--- src/rtl/msxbus_host_parser_if.sv ---
// rtl/msxbus_host_parser_if.sv - host byte port, bus-engine request and read-response signals
interface msxbus_host_parser_if;
    logic        CS;
    logic        PCLK;
    logic [7:0]  RDATA;
    logic        CMD_VALID;
    logic        CMD_READY;
    logic [1:0]  CMD_OP;
    logic [15:0] CMD_ADDR;
    logic [7:0]  CMD_WDATA;
    logic        RSP_VALID;
    logic [7:0]  RSP_DATA;
    logic [7:0]  HOST_DOUT;
    logic        HOST_DOE;
    logic        BUSY;
    logic        ERR;

    modport master (
        input  CS, PCLK, RDATA, CMD_READY, RSP_VALID, RSP_DATA,
        output CMD_VALID, CMD_OP, CMD_ADDR, CMD_WDATA, HOST_DOUT, HOST_DOE, BUSY, ERR
    );

    modport slave (
        output CS, PCLK, RDATA, CMD_READY, RSP_VALID, RSP_DATA,
        input  CMD_VALID, CMD_OP, CMD_ADDR, CMD_WDATA, HOST_DOUT, HOST_DOE, BUSY, ERR
    );
endinterface

--- src/rtl/msxbus_host_parser.sv ---
// rtl/msxbus_host_parser.sv - host byte-frame parser feeding the MSX bus engine; MSXBUS_PARSER_BURST_EN enables in-frame bursts
module msxbus_host_parser #(
    parameter int SYNC_STAGES = 2
) (
    input  logic CLK,
    input  logic RST,
    msxbus_host_parser_if.master bus
);

    typedef enum logic [3:0] {
        IDLE, OPC, ADL, ADH, DAT, ISSUE, WRSP, HOLD, ERRS
    } state_t;

    state_t                 state;
    logic [SYNC_STAGES-1:0] cs_sync;
    logic [SYNC_STAGES-1:0] pclk_sync;
    logic                   cs_prev;
    logic                   pclk_prev;
    logic                   cmd_valid;
    logic [1:0]             cmd_op;
    logic [15:0]            cmd_addr;
    logic [7:0]             cmd_wdata;
    logic [7:0]             host_dout;
    logic                   host_doe;
    logic                   err;
    logic                   abort_q;

    logic cs_s, pclk_s, byte_ev, frame_start, frame_end;

    assign cs_s        = cs_sync[SYNC_STAGES-1];
    assign pclk_s      = pclk_sync[SYNC_STAGES-1];
    assign byte_ev     = pclk_s & ~pclk_prev;
    assign frame_start = cs_prev & ~cs_s;
    assign frame_end   = ~cs_prev & cs_s;

    // CS resets to the deselected level so reset release never looks like a frame start
    always_ff @(posedge CLK or posedge RST) begin
        if (RST) begin
            cs_sync   <= '1;
            pclk_sync <= '0;
            cs_prev   <= 1'b1;
            pclk_prev <= 1'b0;
        end else begin
            cs_sync   <= {cs_sync[SYNC_STAGES-2:0], bus.CS};
            pclk_sync <= {pclk_sync[SYNC_STAGES-2:0], bus.PCLK};
            cs_prev   <= cs_s;
            pclk_prev <= pclk_s;
        end
    end

    always_ff @(posedge CLK or posedge RST) begin
        if (RST) begin
            state     <= IDLE;
            cmd_valid <= 1'b0;
            cmd_op    <= 2'b00;
            cmd_addr  <= 16'h0000;
            cmd_wdata <= 8'h00;
            host_dout <= 8'h00;
            host_doe  <= 1'b0;
            err       <= 1'b0;
            abort_q   <= 1'b0;
        end else if (frame_end && state != IDLE && state != ISSUE) begin
            state    <= IDLE;
            host_doe <= 1'b0;
        end else begin
            case (state)
                IDLE: if (frame_start) begin
                    state    <= OPC;
                    err      <= 1'b0;
                    host_doe <= 1'b0;
                end
                OPC: if (byte_ev) begin
                    if (bus.RDATA[7:2] != 6'd0) begin
                        state <= ERRS;
                        err   <= 1'b1;
                    end else begin
                        cmd_op <= bus.RDATA[1:0];
                        state  <= ADL;
                    end
                end
                ADL: if (byte_ev) begin
                    cmd_addr[7:0] <= bus.RDATA;
                    state         <= ADH;
                end
                ADH: if (byte_ev) begin
                    cmd_addr[15:8] <= bus.RDATA;
                    if (cmd_op[0]) begin
                        state <= DAT;
                    end else begin
                        state     <= ISSUE;
                        cmd_valid <= 1'b1;
                    end
                end
                DAT: if (byte_ev) begin
                    cmd_wdata <= bus.RDATA;
                    state     <= ISSUE;
                    cmd_valid <= 1'b1;
                end
                // A frame end here must not drop an offered request; remember it until accepted
                ISSUE: begin
                    if (frame_end) begin
                        abort_q  <= 1'b1;
                        host_doe <= 1'b0;
                    end
                    if (bus.CMD_READY) begin
                        cmd_valid <= 1'b0;
                        abort_q   <= 1'b0;
                        if (abort_q || frame_end)
                            state <= IDLE;
                        else if (cmd_op[0])
                            state <= HOLD;
                        else
                            state <= WRSP;
                    end
                end
                WRSP: if (bus.RSP_VALID) begin
                    host_dout <= bus.RSP_DATA;
                    host_doe  <= 1'b1;
                    state     <= HOLD;
                end
`ifdef MSXBUS_PARSER_BURST_EN
                HOLD: if (byte_ev) begin
                    if (cmd_op[0])
                        cmd_wdata <= bus.RDATA;
                    cmd_addr  <= cmd_addr + 16'd1;
                    state     <= ISSUE;
                    cmd_valid <= 1'b1;
                end
`else
                HOLD: ;
`endif
                ERRS: ;
                default: state <= IDLE;
            endcase
        end
    end

    assign bus.CMD_VALID = cmd_valid;
    assign bus.CMD_OP    = cmd_op;
    assign bus.CMD_ADDR  = cmd_addr;
    assign bus.CMD_WDATA = cmd_wdata;
    assign bus.HOST_DOUT = host_dout;
    assign bus.HOST_DOE  = host_doe;
    assign bus.BUSY      = (state != IDLE);
    assign bus.ERR       = err;

endmodule

--- src/flat_wrapper.sv ---
// flat-port wrapper written by rule: the top's interface ports become plain ports
module msxbus_host_parser_flat 
#(
    parameter int SYNC_STAGES = 2
)
  (CLK, RST, bus_CS, bus_PCLK, bus_RDATA, bus_CMD_READY, bus_RSP_VALID, bus_RSP_DATA, bus_CMD_VALID, bus_CMD_OP, bus_CMD_ADDR, bus_CMD_WDATA, bus_HOST_DOUT, bus_HOST_DOE, bus_BUSY, bus_ERR);
  msxbus_host_parser_if bus_i ();
  input  logic CLK;
  input  logic RST;
  input wire logic [$bits(bus_i.CS)-1:0] bus_CS;
  input wire logic [$bits(bus_i.PCLK)-1:0] bus_PCLK;
  input wire logic [$bits(bus_i.RDATA)-1:0] bus_RDATA;
  input wire logic [$bits(bus_i.CMD_READY)-1:0] bus_CMD_READY;
  input wire logic [$bits(bus_i.RSP_VALID)-1:0] bus_RSP_VALID;
  input wire logic [$bits(bus_i.RSP_DATA)-1:0] bus_RSP_DATA;
  output wire logic [$bits(bus_i.CMD_VALID)-1:0] bus_CMD_VALID;
  output wire logic [$bits(bus_i.CMD_OP)-1:0] bus_CMD_OP;
  output wire logic [$bits(bus_i.CMD_ADDR)-1:0] bus_CMD_ADDR;
  output wire logic [$bits(bus_i.CMD_WDATA)-1:0] bus_CMD_WDATA;
  output wire logic [$bits(bus_i.HOST_DOUT)-1:0] bus_HOST_DOUT;
  output wire logic [$bits(bus_i.HOST_DOE)-1:0] bus_HOST_DOE;
  output wire logic [$bits(bus_i.BUSY)-1:0] bus_BUSY;
  output wire logic [$bits(bus_i.ERR)-1:0] bus_ERR;
  assign bus_i.CS = bus_CS;
  assign bus_i.PCLK = bus_PCLK;
  assign bus_i.RDATA = bus_RDATA;
  assign bus_i.CMD_READY = bus_CMD_READY;
  assign bus_i.RSP_VALID = bus_RSP_VALID;
  assign bus_i.RSP_DATA = bus_RSP_DATA;
  assign bus_CMD_VALID = bus_i.CMD_VALID;
  assign bus_CMD_OP = bus_i.CMD_OP;
  assign bus_CMD_ADDR = bus_i.CMD_ADDR;
  assign bus_CMD_WDATA = bus_i.CMD_WDATA;
  assign bus_HOST_DOUT = bus_i.HOST_DOUT;
  assign bus_HOST_DOE = bus_i.HOST_DOE;
  assign bus_BUSY = bus_i.BUSY;
  assign bus_ERR = bus_i.ERR;
  msxbus_host_parser #(.SYNC_STAGES(SYNC_STAGES)) u_core (.CLK(CLK), .RST(RST), .bus(bus_i));
endmodule
--- config.mk ---
export PLATFORM = sky130hd
export DESIGN_NAME = msxbus_host_parser_flat
export DESIGN_NICKNAME = d
export VERILOG_FILES = /design/src/rtl/msxbus_host_parser_if.sv /design/src/rtl/msxbus_host_parser.sv /design/src/flat_wrapper.sv
export SDC_FILE = /design/constraint.sdc
export NUM_CORES = 1
export LEC_CHECK = 0
export CAP_MARGIN = 5
export CORE_MARGIN = 1
export CORE_UTILIZATION = 28
export CTS_CLUSTER_SIZE = 40
export DETAILED_ROUTE_END_ITERATION = 8
export PLACE_DENSITY = 0.61
export SLEW_MARGIN = 25
export SYNTH_ARGS = -nofsm -noshare
export SYNTH_HDL_FRONTEND = slang
export SYNTH_SLANG_ARGS = --single-unit
--- constraint.sdc ---
create_clock -name CLK -period 4.1 [get_ports CLK]
set_clock_uncertainty 0.2 [all_clocks]
set_input_delay 0.615 -clock CLK [delete_from_list [all_inputs] [get_ports CLK]]
set_output_delay 0.615 -clock CLK [all_outputs]
set_load 0.02 [all_outputs]
==> results.ini, run 1 <==
[synthesis]
yosys_warnings = 0
syn_avg_cell_area_um2 = 13.5
synth_top_area_share_pct = 52.9
synth-main-ff-cell = dfrtp_1
post-synth-top-area-cell = dfrtp_1
ys_seq_elements = 48
synthCells = 158
synth.yosys.seq_area_share_pct = 56.6
synth_cell_type_count = 39
synthesis.area_um2 = 2130
synth_edf_count = 0
async_flop_share_pct = 100
synthesis.nets = 180
synth_area_leaders = dfrtp_1 53%, mux2_2 17%, dfstp_2 3.7%

[cts]
cts_buffers = 5
clkLatencyLatePin_ns = 0.30
h-tree-depth = 2
path_clk_slew_ns = 0.09
clockBufferDepth = 2
cts_resized = 0
cts.sinks = 48
cts-root-buf = clkbuf_8
cts_tree = done
cts_hold_buf = 0
cts_setup_buffers = 0

[critical_path]
start_kind = flip-flop
reg2reg_slack_ns = 1.87
reg2reg_to = u_core.bus.CMD_OP[0]$_DFFE_PP0P_
r2r_start = u_core.state[2]$_DFFE_PP0P_
crit_fanout = 10
cp.required_ns = 3.28
arrival_ns = 1.97
cp-end-kind = primary output
path_class = reg2out
worst_r2r_path_depth = 5

[place]
numPortBuffers = 59
place_ws_ns = 1.62
detailed_place_hpwl_um = 3310
place_congestion = 0.822
post_dp_cell_area_um2 = 2790
dp.cells = 310

[layout]
syn_to_final_growth_pct = 36.7
final_layout_size_suffix_gt1_share_pct = 28.8
diodes = 0
final_cell_mix = 59 x clkdlybuf4s50_1, 45 x dfrtp_1, 33 x mux2_2, 9 x nor2_1, 7 x a21oi_1
final_cells = 318
nets = 240
final_common_cell = clkdlybuf4s50_1
stdcell_area_um2 = 2910
utilization_pct = 39.9

[timing]
rsz0062_at_grt = no
fmax_mhz = 359
drv_slew = 0
finalSetupViolCount = 0
slew_headroom_pct = 45.3
hold_viol = 0
post-route-min-period_ns = 2.79
worst_slack_ns = 1.31
fin_setup_tns_ns = 0
period_share_pct = 68.0
worstMarginPinSlew_ns = 0.820

[global_routing]
antenna_found_initial = 0
gr-total-overflow = 0
grt_pass1_wl_um = 7290
grt_pass1_vias = 1411
grt_max_degree = 49
track_usage_pct = 12.3

[floorplan]
core_um2 = 7290
row_count = 31
pin_count = 60
fp.dieW_um = 89.2
chipHeight_um = 89.2
fp.dieArea_um2 = 7950
initial_core_util_pct = 29.2

[power_and_ir_drop]
power.leakage_nw = 1.21
power_density_nw_per_um2 = 561
vdd.ir_drop.worst_mv = 0.291

[min_path]
hp-class = reg2reg
holdPathEnd = u_core.pclk_sync[1]$_DFF_PP0_
hold_start = u_core.pclk_sync[0]$_DFF_PP0_
worstHoldPathCells = 0

[run]
max-cap-violations = 0

[drt]
drc = 0
routed_wl_um = 4570
ant_nets = 0
drtIter0Drc = 104
drt_first_pass_iters = 4
vias_per_cell = 4.69
num_vias = 1493
wl_per_cell_um = 14.4

[run_status]
status = finished, final reports clean

==> report_power, final <==
| part | leakage, nW | total, mW | switching (mW) | internal [mW] |
|---|---|---|---|---|
| logic | 0.570 | 0.630 | 0.315 | 0.315 |
| registers | 0.588 | 0.653 | 0.0717 | 0.582 |
| clock network | 0.0548 | 0.348 | 0.164 | 0.184 |
| total | 1.21 | 1.63 | 0.551 | 1.08 |
==> Yosys cell counts (all sizes together), types with 2 or more instances <==
library cell	n
dfrtp	45
mux2	35
nor2	10
a21oi	7
nand2	6
o21ai	6
buf	5
nand3	5
inv	4
a31oi	3
and2b	3
dfstp	3
nor3	3
nor3b	2
o2111ai	2
or2b	2
==> final cells by class <==
cell class	instances	area (µm²)
well taps	99	124
clock buffers	5	68.8
inverters	4	16.3
repair buffers	59	591
fillers	726	4380
multi-input cells	100	858
clock inverters	3	46.3
flip-flops and latches	48	1200
==> cell families (layout without fill, tap and decap cells) <==
| group | after synthesis | in the layout | synth area share (%) |
|---|---|---|---|
| AO/OA/AOI/OAI | 25 | 25 | 8.35 |
| buffers and inverters | 10 | 71 | 3.06 |
| flip-flops | 48 | 48 | 56.6 |
| multiplexers | 35 | 35 | 18.9 |
| XOR/XNOR | 1 | 1 | 0.412 |
| AND/OR/NAND/NOR | 39 | 39 | 12.7 |
==> through the flow <==
stage	hold WS [ns]	power, mW
floorplan	0.131	1.03
global placement	0.134	1.29
detailed placement	0.138	1.30
CTS	0.159	1.65
global route	0.162	1.72
finish	0.156	1.63
==> critical path, stage by stage (launching register included) <==
cell             delay, ns
dfrtp_1               0.50
nor2_2                0.40
nand2_1               0.18
clkdlybuf4s50_1       0.58
==> worst max path at each step <==
| stage | slack [ns] | from | end | cells after the start |
|---|---|---|---|---|
| after floorplan | 2.15 | RST | u_core.abort_q$_DFFE_PP0P_ | 1 |
| after global placement | 1.65 | bus_RDATA[4] | u_core.bus.CMD_OP[0]$_DFFE_PP0P_ | 5 |
| after detailed placement | 1.62 | bus_RDATA[4] | u_core.bus.CMD_OP[1]$_DFFE_PP0P_ | 5 |
| after CTS | 1.31 | u_core.state[0]$_DFFE_PP0P_ | bus_BUSY | 3 |
| after global routing | 1.20 | u_core.state[0]$_DFFE_PP0P_ | bus_BUSY | 3 |
| final | 1.31 | u_core.state[0]$_DFFE_PP0P_ | bus_BUSY | 3 |
==> metal layers <==
layer | vias to the layer above | GRT usage, % | part of all wire [%]
met5 | - | 0 | 0
li1 | 688 | - | -
met1 | 751 | 15.5 | 43
met3 | 6 | 3.32 | 6.0
met2 | 48 | 19.8 | 50
met4 | 0 | 5.19 | 1.0
==> registers in the layout, summed over array words and instances (netlist names), 2 cells and up <==
| name | flops |
|---|---|
| u_core.bus.HOST_DOUT | 8 |
| u_core.bus.CMD_WDATA | 8 |
| u_core.cs_sync | 2 |
| u_core.bus.CMD_OP | 2 |
| u_core.state | 4 |
| u_core.bus.CMD_ADDR | 16 |
| u_core.pclk_sync | 2 |
Power figures use the tool's default switching activity.
==> run 2: changes to the inputs <==
--- a/config.mk
+++ b/config.mk
@@ -10,7 +10,7 @@
 export CORE_UTILIZATION = 28
 export CTS_CLUSTER_SIZE = 40
 export DETAILED_ROUTE_END_ITERATION = 8
-export PLACE_DENSITY = 0.61
+export PLACE_DENSITY = 0.62
 export SLEW_MARGIN = 25
 export SYNTH_ARGS = -nofsm -noshare
 export SYNTH_HDL_FRONTEND = slang
==> constraint.sdc (replaced) <==
create_clock -name CLK -period 2.43 [get_ports CLK]
set_clock_uncertainty 0.2 [all_clocks]
set_input_delay 0.3645 -clock CLK [delete_from_list [all_inputs] [get_ports CLK]]
set_output_delay 0.3645 -clock CLK [all_outputs]
set_load 0.02 [all_outputs]
==> run 2 against run 1 <==
Utilization is 0.77 points higher. Highest routed layer unchanged. Non-clock buffer count is 5 higher. First-iteration DRC count is 38% lower. Combinational power is 71% higher. Hold slack worse by 0.0010 ns. Sequential power is 70% higher. Die area stayed put. Worst setup slack worse by 1.1 ns. Cell area is 1.9% higher. Final cell count is 1.6% higher. Sequential share of layout area is 0.74 points lower. Critical path depth stayed put.
==> results.ini, run 2 (synthesized netlist as in run 1, its figures left out) <==
[run_status]
status = finished, final reports clean

[power_and_ir_drop]
switchingPower_uw = 924
power.leakage_nw = 1.25
vdd.ir_drop.worst_mv = 0.390
power_density_nw_per_um2 = 943
intPower_mw = 1.87
seq_power_share_pct = 39.7
power_frac_clock_pct = 21.5
combPwrFrac_pct = 38.8
switching_share_pct = 33.0

[floorplan]
fp.dieW_um = 89.2
core_um2 = 7290
pin_count = 60
fp.dieArea_um2 = 7950
row_count = 31
initial_core_util_pct = 29.2
chipHeight_um = 89.2

[critical_path]
crit_fanout = 10
reg2reg_slack_ns = 0.37
arrival_ns = 1.69
start_kind = flip-flop
cp.required_ns = 1.87
path_class = reg2out
cp-end-kind = primary output

[drt]
drt_first_pass_iters = 4
drc = 0
wl_per_cell_um = 13.7
num_vias = 1481
drtIter0Drc = 64
ant_nets = 0
vias_per_cell = 4.59
routed_wl_um = 4420

[layout]
final_common_cell = clkdlybuf4s50_1
nets = 245
syn_to_final_growth_pct = 39.3
diodes = 0
num-fill-cells = 729
largest_reg_flops = 16
final_layout_size_suffix_gt1_share_pct = 30.8
final_cell_mix = 59 x clkdlybuf4s50_1, 44 x dfrtp_1, 33 x mux2_2, 9 x nor2_1, 7 x a21oi_1

[global_routing]
gr-total-overflow = 0
grt_pass1_vias = 1483
track_usage_pct = 12.0
grt_pass1_wl_um = 7290
antenna_found_initial = 0
grt_max_degree = 49

[cts]
clkLatencyLatePin_ns = 0.30
cts.sinks = 48
h-tree-depth = 2
cts_setup_buffers = 0
cts-root-buf = clkbuf_8
cts_buffers = 5
cts_hold_buf = 0
cts_resized = 0
path_clk_slew_ns = 0.09
clockBufferDepth = 2
cts_tree = done

[place]
numPortBuffers = 59
place_congestion = 0.806
place_ws_ns = 0.145
detailed_place_hpwl_um = 3190

[timing]
period_share_pct = 92.9
drv_slew = 0
rsz0062_at_grt = no
fin_setup_tns_ns = 0
hold_viol = 0
worst_slack_ns = 0.173
finalSetupViolCount = 0
worstMarginPinSlew_ns = 0.378
slew_headroom_pct = 74.7
fmax_mhz = 443
post-route-min-period_ns = 2.26

[run]
max-cap-violations = 0

[min_path]
hp-class = reg2reg

-- run 2: cell types whose count changed in the layout (fill, tap and decap cells not counted) --
cell	delta
buf_12	+1
clkinv_4	+1
clkbuf_8	+1
clkinv_2	-1
dfrtp_2	+1
clkinvlp_4	-1
inv_6	-1
buf_4	+4
inv_2	+1
dfrtp_1	-1
-- run 2: layer usage --
layer / wire length [µm] / vias to the layer above / GRT usage, %
met3: 212 / 6 / 3.23
met1: 2020 / 748 / 16.4
li1: - / 695 / -
met2: 2130 / 32 / 18.5
met4: 66 / 0 / 4.47
met5: 0 / - / 0
-- run 2: layout make-up --
| type | count | area, µm² | share of cell area, % |
|---|---|---|---|
| timing repair buffer | 64 | 641 | 21.6 |
| clock inverter | 2 | 38.8 | 1.31 |
| multi-input combinational | 100 | 858 | 28.9 |
| inverter | 4 | 15.0 | 0.506 |
| tap | 99 | 124 | 4.18 |
| clock buffer | 6 | 82.6 | 2.78 |
| sequential | 48 | 1210 | 40.7 |
-- run 2: per-stage QoR --
stage | hold WS, ns | std cells | total power, mW | instance area (µm²) | utilization, %
2_1_floorplan | 0.131 | 158 | 1.74 | 2130 | -
4_1_cts | 0.158 | 323 | 2.84 | 2960 | 40.6
5_1_grt | 0.164 | 323 | 2.95 | 2970 | 40.7
3_3_place_gp | 0.133 | 315 | 2.21 | 2840 | 39.0
3_5_place_dp | 0.136 | 315 | 2.22 | 2840 | 39.0
6_report | 0.155 | 323 | 2.80 | 2970 | 40.7
-- run 2: critical path, cell delays in order (launching register included) --
cell and delay (ns):
dfrtp_1 0.57, nor2_2 0.07, nand2_1 0.13, clkdlybuf4s50_1 0.63
-- run 2: power groups by stage --
stage / registers, mW / logic (mW) / clock network (mW)
after floorplan: 1.27 / 0.470 / 0
after global placement: 1.13 / 1.08 / 0
after detailed placement: 1.13 / 1.09 / 0
after CTS: 1.11 / 1.10 / 0.627
after global routing: 1.13 / 1.16 / 0.659
final: 1.11 / 1.08 / 0.602
-- run 2: path summary, 6_finish.rpt --
kind                                                    start                                  to  cells after the start
worst max register to register    u_core.state[0]$_DFFE_PP0P_    u_core.bus.CMD_OP[0]$_DFFE_PP0P_                      5
min in group asynchronous                                 RST  u_core.bus.CMD_ADDR[9]$_DFFE_PP0P_                      3
worst max-delay path              u_core.state[0]$_DFFE_PP0P_                            bus_BUSY                      3
max in group asynchronous                                 RST         u_core.cs_sync[1]$_DFF_PP1_                      3
worst min-delay path            u_core.pclk_sync[0]$_DFF_PP0_       u_core.pclk_sync[1]$_DFF_PP0_                      0
worst min register to register  u_core.pclk_sync[0]$_DFF_PP0_       u_core.pclk_sync[1]$_DFF_PP0_                      0
